$ cat src/rtl/sram_pkg.sv
// Shared definitions for the SRAM initiator: default widths, FSM states and
// the BIST data pattern.
package sram_pkg;

  localparam int SRAM_ADDR_W = 8;
  localparam int SRAM_DATA_W = 32;
  localparam int BIST_DEPTH  = 32;

  typedef enum logic [2:0] {
    S_IDLE,
    S_WR,
    S_RD_ADDR,
    S_RD_DATA,
    S_B_WR,
    S_B_RD_ADDR,
    S_B_RD_CHK,
    S_DONE
  } state_e;

  // Mirrored two-bit pattern keyed on the low five address bits. Bit indices
  // are computed mod 32, so 46-i becomes 14-i for the upper half.
  function automatic logic [31:0] bist_pattern(input logic [4:0] a5);
    logic [31:0] p;
    logic [4:0]  lo;
    logic [4:0]  hi;
    p = '0;
    if (a5 <= 5'd15) begin
      lo = 5'd15 - a5;
      hi = 5'd15 + a5;
    end else begin
      lo = a5 - 5'd15;
      hi = 5'd14 - a5;
    end
    p[lo] = 1'b1;
    p[hi] = 1'b1;
    return p;
  endfunction

endpackage

$ cat src/rtl/sram_ctrl.sv
// CPU-side controller for a single-port registered-read SRAM, with a BIST
// engine that writes bist_pattern() to every word and reads it back.
// All SRAM-side and response outputs are registered from next-state values
// so they line up with the state the FSM enters.
module sram_ctrl
  import sram_pkg::*;
#(
  parameter int ADDR_W = sram_pkg::SRAM_ADDR_W,
  parameter int DATA_W = sram_pkg::SRAM_DATA_W,
  parameter int DEPTH  = sram_pkg::BIST_DEPTH
) (
  input  logic              clk,
  input  logic              res,
  input  logic              req_valid,
  output logic              req_ready,
  input  logic              req_we,
  input  logic [ADDR_W-1:0] req_addr,
  input  logic [DATA_W-1:0] req_wdata,
  output logic              rsp_valid,
  output logic [DATA_W-1:0] rsp_rdata,
  input  logic              bist_start,
  output logic              bist_busy,
  output logic              bist_done,
  output logic              bist_fail,
  output logic [ADDR_W-1:0] bist_fail_addr,
  output logic              sram_we,
  output logic [ADDR_W-1:0] sram_addr,
  output logic [DATA_W-1:0] sram_wdata,
  input  logic [DATA_W-1:0] sram_rdata
);

  localparam logic [ADDR_W-1:0] LAST_IDX = ADDR_W'(DEPTH - 1);

  state_e            state_q, state_d;
  logic [ADDR_W-1:0] idx_q, idx_d, idx_inc;
  logic              we_q, we_d;
  logic [ADDR_W-1:0] addr_q, addr_d;
  logic [DATA_W-1:0] wdata_q, wdata_d;
  logic              rsp_valid_q, rsp_valid_d;
  logic [DATA_W-1:0] rsp_rdata_q, rsp_rdata_d;
  logic              done_q, done_d;
  logic              fail_q, fail_d;
  logic [ADDR_W-1:0] fail_addr_q, fail_addr_d;

  assign idx_inc   = idx_q + 1'b1;
  assign req_ready = (state_q == S_IDLE) && !bist_start && !res;
  assign bist_busy = state_q inside {S_B_WR, S_B_RD_ADDR, S_B_RD_CHK, S_DONE};

  assign sram_we        = we_q;
  assign sram_addr      = addr_q;
  assign sram_wdata     = wdata_q;
  assign rsp_valid      = rsp_valid_q;
  assign rsp_rdata      = rsp_rdata_q;
  assign bist_done      = done_q;
  assign bist_fail      = fail_q;
  assign bist_fail_addr = fail_addr_q;

  // Next state plus next values of the registered outputs.
  always_comb begin
    state_d     = state_q;
    idx_d       = idx_q;
    we_d        = 1'b0;
    addr_d      = addr_q;
    wdata_d     = wdata_q;
    rsp_valid_d = 1'b0;
    rsp_rdata_d = rsp_rdata_q;
    done_d      = 1'b0;
    fail_d      = fail_q;
    fail_addr_d = fail_addr_q;
    case (state_q)
      S_IDLE: begin
        if (bist_start) begin
          // BIST wins over a coincident CPU request.
          fail_d      = 1'b0;
          fail_addr_d = '0;
          idx_d       = '0;
          we_d        = 1'b1;
          addr_d      = '0;
          wdata_d     = DATA_W'(bist_pattern(5'd0));
          state_d     = S_B_WR;
        end else if (req_valid && req_ready) begin
          addr_d = req_addr;
          if (req_we) begin
            we_d    = 1'b1;
            wdata_d = req_wdata;
            state_d = S_WR;
          end else begin
            state_d = S_RD_ADDR;
          end
        end
      end
      S_WR:      state_d = S_IDLE;
      S_RD_ADDR: state_d = S_RD_DATA;
      S_RD_DATA: begin
        rsp_rdata_d = sram_rdata;
        rsp_valid_d = 1'b1;
        state_d     = S_IDLE;
      end
      S_B_WR: begin
        if (idx_q == LAST_IDX) begin
          idx_d   = '0;
          addr_d  = '0;
          state_d = S_B_RD_ADDR;
        end else begin
          idx_d   = idx_inc;
          we_d    = 1'b1;
          addr_d  = idx_inc;
          wdata_d = DATA_W'(bist_pattern(idx_inc[4:0]));
        end
      end
      S_B_RD_ADDR: state_d = S_B_RD_CHK;
      S_B_RD_CHK: begin
        if (sram_rdata != DATA_W'(bist_pattern(idx_q[4:0]))) begin
          fail_d      = 1'b1;
          fail_addr_d = idx_q;
          done_d      = 1'b1;
          state_d     = S_DONE;
        end else if (idx_q == LAST_IDX) begin
          done_d  = 1'b1;
          state_d = S_DONE;
        end else begin
          idx_d   = idx_inc;
          addr_d  = idx_inc;
          state_d = S_B_RD_ADDR;
        end
      end
      S_DONE:  state_d = S_IDLE;
      default: state_d = S_IDLE;
    endcase
  end

  // State and output registers; reset aborts any access or BIST in flight.
  always_ff @(posedge clk) begin
    if (res) begin
      state_q     <= S_IDLE;
      idx_q       <= '0;
      we_q        <= 1'b0;
      addr_q      <= '0;
      wdata_q     <= '0;
      rsp_valid_q <= 1'b0;
      rsp_rdata_q <= '0;
      done_q      <= 1'b0;
      fail_q      <= 1'b0;
      fail_addr_q <= '0;
    end else begin
      state_q     <= state_d;
      idx_q       <= idx_d;
      we_q        <= we_d;
      addr_q      <= addr_d;
      wdata_q     <= wdata_d;
      rsp_valid_q <= rsp_valid_d;
      rsp_rdata_q <= rsp_rdata_d;
      done_q      <= done_d;
      fail_q      <= fail_d;
      fail_addr_q <= fail_addr_d;
    end
  end

endmodule

$ cat config.mk
export PLATFORM = sky130hd
export DESIGN_NAME = sram_ctrl
export DESIGN_NICKNAME = d
export VERILOG_FILES = /design/src/rtl/sram_pkg.sv /design/src/rtl/sram_ctrl.sv
export SDC_FILE = /design/constraint.sdc
export NUM_CORES = 1
export LEC_CHECK = 0
export ABC_CLOCK_PERIOD_IN_PS = 12300
export BUFFER_PORTS_ARGS = -buffer_cell sky130_fd_sc_hd__clkbuf_2
export CAP_MARGIN = 20
export CORE_AREA = 10 10 120 122
export DETAILED_ROUTE_END_ITERATION = 7
export DIE_AREA = 0 0 130 132
export GPL_TIMING_DRIVEN = 1
export HOLD_SLACK_MARGIN = 0.08
export PLACE_DENSITY = 0.94
export SLEW_MARGIN = 30
export SYNTH_ARGS = -nofsm -noshare
export SYNTH_HDL_FRONTEND = slang
export SYNTH_SLANG_ARGS = --single-unit
$ cat constraint.sdc
create_clock -name clk -period 12.3 [get_ports clk]
set_input_delay 0.615 -clock clk [delete_from_list [all_inputs] [get_ports clk]]
set_output_delay 0.615 -clock clk [all_outputs]
set_load 0.1 [all_outputs]
==> key figures, run 1 <==
Global routing
  • First-pass GRT wire length: 37.5 mm
  • Largest net degree at the start of global routing: 101
  • All-Layer GR Usage: 26.3%
  • Initial antenna violation count: 0
  • Grt ovf: 0
  • Number of global-route vias before repair: 7251

Placement
  • Placed Area: 7560 um^2
  • DP HPWL: 17.6 mm
  • Gpl congestion: 1.06
  • IO Port Bufs: 162

Layout
  • Layout Nets: 1117
  • Design area: 7850 um^2
  • ANT cells: 0
  • Layout area overhead: 15.4%
  • Share of layout cells above drive strength 1: 22.7%

Routing
  • Via count: 7708
  • WL/cell: 20.0 um
  • Post-Route WL: 23.5 mm
  • Highest routed metal layer: met4
  • Residual DRC: 0
  • Antenna viol nets, final: 0
  • Routed wire length on met2: 10.2 mm
  • DRT Pass-1 Iters: 5
  • Vias/cell: 6.55
  • First DRT Iteration DRCs: 1170
  • Metal-1 WL: 9.85 mm
  • Routed wl met3: 2.64 mm

STA
  • Slew @ Worst Pin: 953 ps
  • Max Freq: 0.170 GHz
  • Final min period: 5880 ps
  • Hold Fails Final Rpt: 0
  • Worst slew margin: 36.2%
  • Slew Limit Fails: 0
  • Fin Clk Skew: 7.63 ps
  • Unrepaired setup endpoints after global routing: false
  • TNS Setup: 0 ps
  • Tcrit/Tclk final: 47.8%
  • Final setup violation count: 0

Setup path
  • Crit-path cells: ha_1 -> nand2_1 -> nor2_1 -> ha_1 -> and4b_4 -> nor2_4 -> ha_1 -> nor2b_1 -> o21ai_0 -> o221ai_1 -> nor2_1 -> a2111oi_2 -> nand4_2 -> or4_4 -> o21ai_2 -> mux2i_1
  • CP Buf/Inv Count: 0
  • Critical Path RT: 12570 ps
  • FF-to-FF setup slack: 6420 ps
  • CP Capture Type: register
  • Worst Path Arrival: 6150 ps
  • Crit Path Category: reg -> reg
  • CP max-delay cell: or4_4
  • Top cell by count, worst path: ha_1
  • Critical Path Max Stage Delay: 620 ps
  • CP top delay family: simple AND/OR/NAND/NOR gates
  • Startpoint Class: register
  • Maximum fanout along the worst path: 17

Synth
  • Cell Area, Synth: 6800 um^2
  • Post-synthesis sequential area ratio: 28.0%
  • Syn Area/Cell: 7.46 um^2
  • Synthesized Nets: 1004
  • Area contributors post-synth: dfxtp_1 (28%), a21oi_1 (7.7%), nand2_1 (6.5%)
  • Ys async rst share: 0%
  • Synth Register Bits: 95
  • Synth Flop Type: dfxtp_1
  • Area leader, netlist: dfxtp_1
  • Mapped Cells: 912
  • Netlist cell types: 89
  • Post-synth top area share: 28.0%
  • Post-synth EDFFs: 0
  • Synth warn: 0

Clock network
  • Clk pin slew, worst setup/hold paths: 70 ps
  • Post-CTS resize count: 0
  • H-tree levels: 3
  • Clk buf depth: 2
  • Clock Latency Late Sink: 350 ps
  • Num CTS Buffers: 9
  • Root buf cell: clkbuf_16
  • Postcts setup bufs: 0
  • Sink Count: 95
  • Cts hold-fix bufs: 0
  • CTS tree: yes

Power and ir drop
  • PD cells: 155 nW/um^2
  • Switching share of power: 49.6%
  • Comb power frac: 47.9%
  • Seq pwr share: 30.0%
  • P_int: 0.614 mW
  • Psw: 0.604 mW
  • Peak supply drop: 0.136 mV
  • Clk pwr share: 22.2%
  • Leakage: 3.19 nW

Floorplan
  • Core area: 11900 um^2
  • # rows: 40
  • IO Count: 163
  • Initial Util: 57.1%
  • Die Ht: 132 um
  • Die area: 17200 um^2
  • Chip width: 130 um

Flow run
  • Max_cap viols: 0

Min path
  • Min-Delay Path Class: reg -> reg

Outcome
  • Status: finished, final reports clean
## power groups by stage
stage / clock (mW) / sequential, mW / combinational (mW)
final: 0.270 / 0.365 / 0.583
after global routing: 0.284 / 0.369 / 0.616
after CTS: 0.273 / 0.364 / 0.576
after detailed placement: 0 / 0.371 / 0.574
after global placement: 0 / 0.370 / 0.569
after floorplan: 0 / 0.589 / 0.242
## tightest hold or removal path, stage by stage (launching register included)
cell and delay (ps):
dfxtp_1 310, nand2_1 50, a21oi_1 50
## final cells by class
| cell class | count | area (um^2) |
|---|---|---|
| Sequential cell | 95 | 1900 |
| Multi-Input combinational cell | 733 | 4550 |
| Clock inverter | 5 | 42.5 |
| Clock buffer | 10 | 239 |
| Fill cell | 1057 | 4060 |
| Inverter | 19 | 73.8 |
| Timing Repair Buffer | 167 | 856 |
| Tap cell | 147 | 184 |
## sequential cells by signal (all words and copies together) (netlist names)
signal,cells
bist_done,1
sram_addr,8
rsp_rdata,32
sram_we,1
sram_wdata,32
idx_q,8
rsp_valid,1
bist_fail,1
state_q,3
bist_fail_addr,8
## cells in the mapped netlist (all sizes together), types with 5 or more instances
library cell,n
a221oi,24
inv,17
xnor2,14
nand2,118
o221ai,8
buf,21
and3,18
and2,12
mux2,9
clkbuf,44
nand2b,15
nor3,46
ha,15
a221o,6
o21ai,42
nand3,20
a21oi,107
nand4,15
nor4,11
mux2i,17
or2,5
o32ai,10
nor2b,13
o211ai,10
xor2,16
or3,10
a211oi,15
a32oi,8
nor2,90
dfxtp,95
a22oi,7
## per-layer routing
layer / global-route usage [%] / vias to the layer above
li1: - / 3585
met1: 35.3 / 3550
met2: 38.9 / 505
met3: 5.67 / 68
met4: 12.2 / 0
met5: 0 / -
## through the flow
| stage | total power [mW] | utilization [%] | setup WS [ps] | std cells | hold WS [ps] |
|---|---|---|---|---|---|
| after floorplan | 0.831 | - | 7820 | 912 | 484 |
| after CTS | 1.21 | 65.9 | 6480 | 1176 | 456 |
| after global routing | 1.27 | 65.9 | 5900 | 1176 | 478 |
| after global placement | 0.939 | 63.4 | 6770 | 1160 | 441 |
| final | 1.22 | 65.9 | 6420 | 1176 | 452 |
| after detailed placement | 0.945 | 63.5 | 6560 | 1161 | 446 |
## worst paths after layout
path | startpoint | endpoint | cells past startpoint
max | idx_q[1]$_SDFFE_PP0P_ | idx_q[6]$_SDFFE_PP0P_ | 16
min | rsp_rdata[13]$_SDFFE_PP0P_ | rsp_rdata[13]$_SDFFE_PP0P_ | 2
max reg2reg | idx_q[1]$_SDFFE_PP0P_ | idx_q[6]$_SDFFE_PP0P_ | 16
min reg2reg | rsp_rdata[13]$_SDFFE_PP0P_ | rsp_rdata[13]$_SDFFE_PP0P_ | 2
## cells by family after synthesis
logic type	count (synthesis)	synth area share [%]
buffers and inverters	84	5.19
AND/OR/NAND/NOR	389	28.6
multiplexers	26	3.99
flip-flops	95	28.0
XOR/XNOR	30	4.08
adder cells (fa/ha/maj)	15	2.76
AO/OA/AOI/OAI	273	27.4
## cell usage in the layout (no fill, tap or decap), types with 9 or more instances in the layout
cell type / count
nor2b_1: 13
ha_1: 15
nor2_1: 89
xnor2_1: 13
nand4_1: 13
clkbuf_16: 9
a211oi_1: 14
or3_1: 10
nor3_1: 45
inv_1: 15
mux2_2: 9
mux2i_1: 17
and3_1: 15
nand3_1: 20
nand2_1: 118
nand2b_1: 14
a21oi_1: 104
clkbuf_2: 161
o211ai_1: 10
xor2_1: 15
and2_1: 11
a221oi_1: 23
o21ai_0: 34
dfxtp_1: 95
nor4_1: 10
Power figures use the tool's default switching activity.
==> run 2: changes to the inputs <==
--- a/config.mk
+++ b/config.mk
@@ -5,15 +5,16 @@
 export SDC_FILE = /design/constraint.sdc
 export NUM_CORES = 1
 export LEC_CHECK = 0
-export ABC_CLOCK_PERIOD_IN_PS = 12300
+export ABC_AREA = 1
+export ABC_CLOCK_PERIOD_IN_PS = 6120
 export BUFFER_PORTS_ARGS = -buffer_cell sky130_fd_sc_hd__clkbuf_2
 export CAP_MARGIN = 20
-export CORE_AREA = 10 10 120 122
+export CORE_AREA = 10 10 121 123
 export DETAILED_ROUTE_END_ITERATION = 7
-export DIE_AREA = 0 0 130 132
+export DIE_AREA = 0 0 131 133
 export GPL_TIMING_DRIVEN = 1
 export HOLD_SLACK_MARGIN = 0.08
-export PLACE_DENSITY = 0.94
+export PLACE_DENSITY = 0.9
 export SLEW_MARGIN = 30
 export SYNTH_ARGS = -nofsm -noshare
 export SYNTH_HDL_FRONTEND = slang
==> constraint.sdc (replaced) <==
create_clock -name clk -period 6.12 [get_ports clk]
set_input_delay 0.306 -clock clk [delete_from_list [all_inputs] [get_ports clk]]
set_output_delay 0.306 -clock clk [all_outputs]
set_load 0.1 [all_outputs]
==> run 2 against run 1 <==
Non-clock buffer count is 1 lower. Critical path depth increased by 5. Sequential cell count is the same. Final area is 2.5% lower. Sequential share of layout area up 0.62 points. Wire length decreased by 15%. Maximum frequency grew 43%. Worst setup slack lost 4400 ps. Largest cell class unchanged.
==> key figures, run 2 <==
Outcome
  • Status: finished, final reports clean

STA
  • Worst slew margin: 41.6%
  • Final setup violation count: 0
  • Unrepaired setup endpoints after global routing: false
  • Hold Fails Final Rpt: 0
  • Fin Clk Skew: 6.92 ps
  • Max Freq: 0.243 GHz
  • Tcrit/Tclk final: 67.1%
  • TNS Setup: 0 ps
  • Slew @ Worst Pin: 871 ps
  • Final worst slack: 2010 ps
  • Slew Limit Fails: 0
  • Final min period: 4110 ps

Setup path
  • Crit Path Category: reg -> reg
  • Critical Path RT: 6370 ps
  • Startpoint Class: register
  • Maximum fanout along the worst path: 24
  • CP Capture Type: register
  • FF-to-FF setup slack: 2010 ps
  • Worst r2r src: idx_q[0]$_SDFFE_PP0P_
  • Worst Path Arrival: 4360 ps
  • R2R depth: 21
  • Worst setup startpoint: idx_q[0]$_SDFFE_PP0P_
  • End of the worst register-to-register path: sram_addr[7]$_SDFFE_PP0P_

Clock network
  • CTS tree: yes
  • Clk buf depth: 2
  • H-tree levels: 3
  • Clk pin slew, worst setup/hold paths: 70 ps
  • Postcts setup bufs: 0
  • Num CTS Buffers: 9
  • Clock Latency Late Sink: 360 ps
  • Root buf cell: clkbuf_16
  • Post-CTS resize count: 0
  • Cts hold-fix bufs: 0
  • Sink Count: 95

Synth
  • Synth Area in XOR/XNOR: 0.668%
  • Synth Register Bits: 95
  • Netlist cell types: 44
  • Post-synth EDFFs: 0
  • Post-synthesis simple-gate area fraction: 45.8%
  • Proportion of synthesized area in mux cells: 0%
  • Area contributors post-synth: dfxtp_1 (29%), nand2_1 (22%), nand3_1 (8.9%)
  • Most frequent cell after synthesis: nand2_1
  • Post-synth top area share: 29.0%
  • Post-Synth Adder-Cell Area: 2.86%
  • Area leader, netlist: dfxtp_1
  • Post-synthesis sequential area ratio: 29.0%
  • Synth warn: 0
  • Cell Area, Synth: 6550 um^2
  • Post-synthesis compound-gate area fraction: 13.8%
  • Mapped Cells: 1089
  • Ys async rst share: 0%
  • Synthesized Nets: 1181
  • Synth Flop Type: dfxtp_1
  • Synth top cells by count: nand2_1 (378), nor2_1 (129), nand3_1 (116)
  • Syn Area/Cell: 6.02 um^2
  • Combinational family with the most area after synthesis: simple AND/OR/NAND/NOR gates

Floorplan
  • Chip width: 131 um
  • # rows: 41
  • Die Ht: 133 um
  • Core area: 12400 um^2
  • Die area: 17400 um^2
  • Initial Util: 53.0%
  • IO Count: 163

Min path
  • Hold endpoint: sram_wdata[7]$_SDFFE_PP0P_
  • Hold Startpoint: req_wdata[7]
  • Hold Crit Depth: 3
  • Min-Delay Path Class: in -> reg

Global routing
  • Grt ovf: 0
  • All-Layer GR Usage: 22.6%
  • Largest net degree at the start of global routing: 84
  • First-pass GRT wire length: 32.8 mm
  • Number of global-route vias before repair: 7076
  • Initial antenna violation count: 0

Routing
  • Post-Route WL: 20.0 mm
  • First DRT Iteration DRCs: 840
  • Via count: 7568
  • DRT Pass-1 Iters: 5
  • Residual DRC: 0
  • WL/cell: 14.3 um
  • Vias/cell: 5.42
  • Antenna viol nets, final: 0

Layout
  • Share of layout cells above drive strength 1: 18.4%
  • Layout area overhead: 16.8%
  • Commonest non-fill, non-tap cell in the layout: nand2_1
  • Most frequent cells in the layout: nand2_1 (378), clkbuf_2 (162), nor2_1 (127)
  • Layout Nets: 1312
  • Final cell count without fillers: 1397
  • ANT cells: 0

Placement
  • DP HPWL: 15.0 mm
  • Pre-CTS WS: 2100 ps
  • Post-Place Cells: 1381
  • IO Port Bufs: 162
  • Gpl congestion: 0.978

Flow run
  • Max_cap viols: 0
run 2: cell types whose count changed after synthesis, sizes merged, moves of 24 or more:
cell,delta
a21oi,-55
nor3,-42
nand2,+274
inv,+52
a221oi,-24
nand3,+99
a31oi,+28
nor2,+54
o21ai,+35
run 2: how the worst max path moves through the flow:
| stage | endpoint | slack (ps) | cells after the start |
|---|---|---|---|
| floorplan | sram_addr[2]$_SDFFE_PP0P_ | 2930 | 22 |
| global placement | sram_addr[0]$_SDFFE_PP0P_ | 2200 | 21 |
| detailed placement | sram_addr[2]$_SDFFE_PP0P_ | 2100 | 21 |
| CTS | sram_addr[2]$_SDFFE_PP0P_ | 2070 | 21 |
| global route | sram_addr[2]$_SDFFE_PP0P_ | 1660 | 21 |
| finish | sram_addr[7]$_SDFFE_PP0P_ | 2010 | 21 |
run 2: through the flow:
step           hold slack [ps]  utilization [%]  instance area (um^2)
2_1_floorplan              375                -                  6550
3_3_place_gp               461             59.6                  7370
3_5_place_dp               469             59.6                  7370
4_1_cts                    206             61.9                  7650
5_1_grt                    223             61.9                  7650
6_report                   213             61.9                  7650
run 2: worst max-delay path, cell delays in order (launching register included):
cell and delay, ps:
dfxtp_1 600, ha_1 310, nand2_1 110, nor2_2 160, ha_1 260, inv_1 170, nand2_4 140, ha_1 270
nor2_1 550, nand4_1 200, nand3_1 100, nand2_1 50, inv_1 90, nand2_1 60, nor2_1 110, nand2_1 60
nor2_1 130, nand3_2 140, nand2_4 220, nand3_1 120, nand2_1 90, nor2_1 50
run 2: logic make-up after synthesis:
family	after synthesis
and+or+nand+nor	691
xor gates and xnor gates	5
buffers and inverters	117
AOI/OAI and AO/OA	166
adders and majority gates	15
DFF	95
run 2: area by class of cell:
| class | instances | area [um^2] |
|---|---|---|
| Fill cell | 1205 | 4710 |
| Multi-Input combinational cell | 877 | 4140 |
| Sequential cell | 95 | 1900 |
| Timing Repair Buffer | 166 | 841 |
| Inverter | 71 | 274 |
| Clock buffer | 13 | 260 |
| Tap cell | 172 | 215 |
| Clock inverter | 3 | 17.5 |
run 2: metal layers:
metal / global-route usage [%] / up-vias / part of all wire, %
met5: 0 / - / 0
met4: 10.3 / 0 / 3.0
met3: 4.51 / 51 / 8.5
met2: 37.7 / 311 / 47
met1: 27.1 / 3386 / 41
li1: - / 3820 / -
Power of run 2 is not shown: default switching activity piles up to over one toggle a cycle in this logic, so the estimate is an artifact.
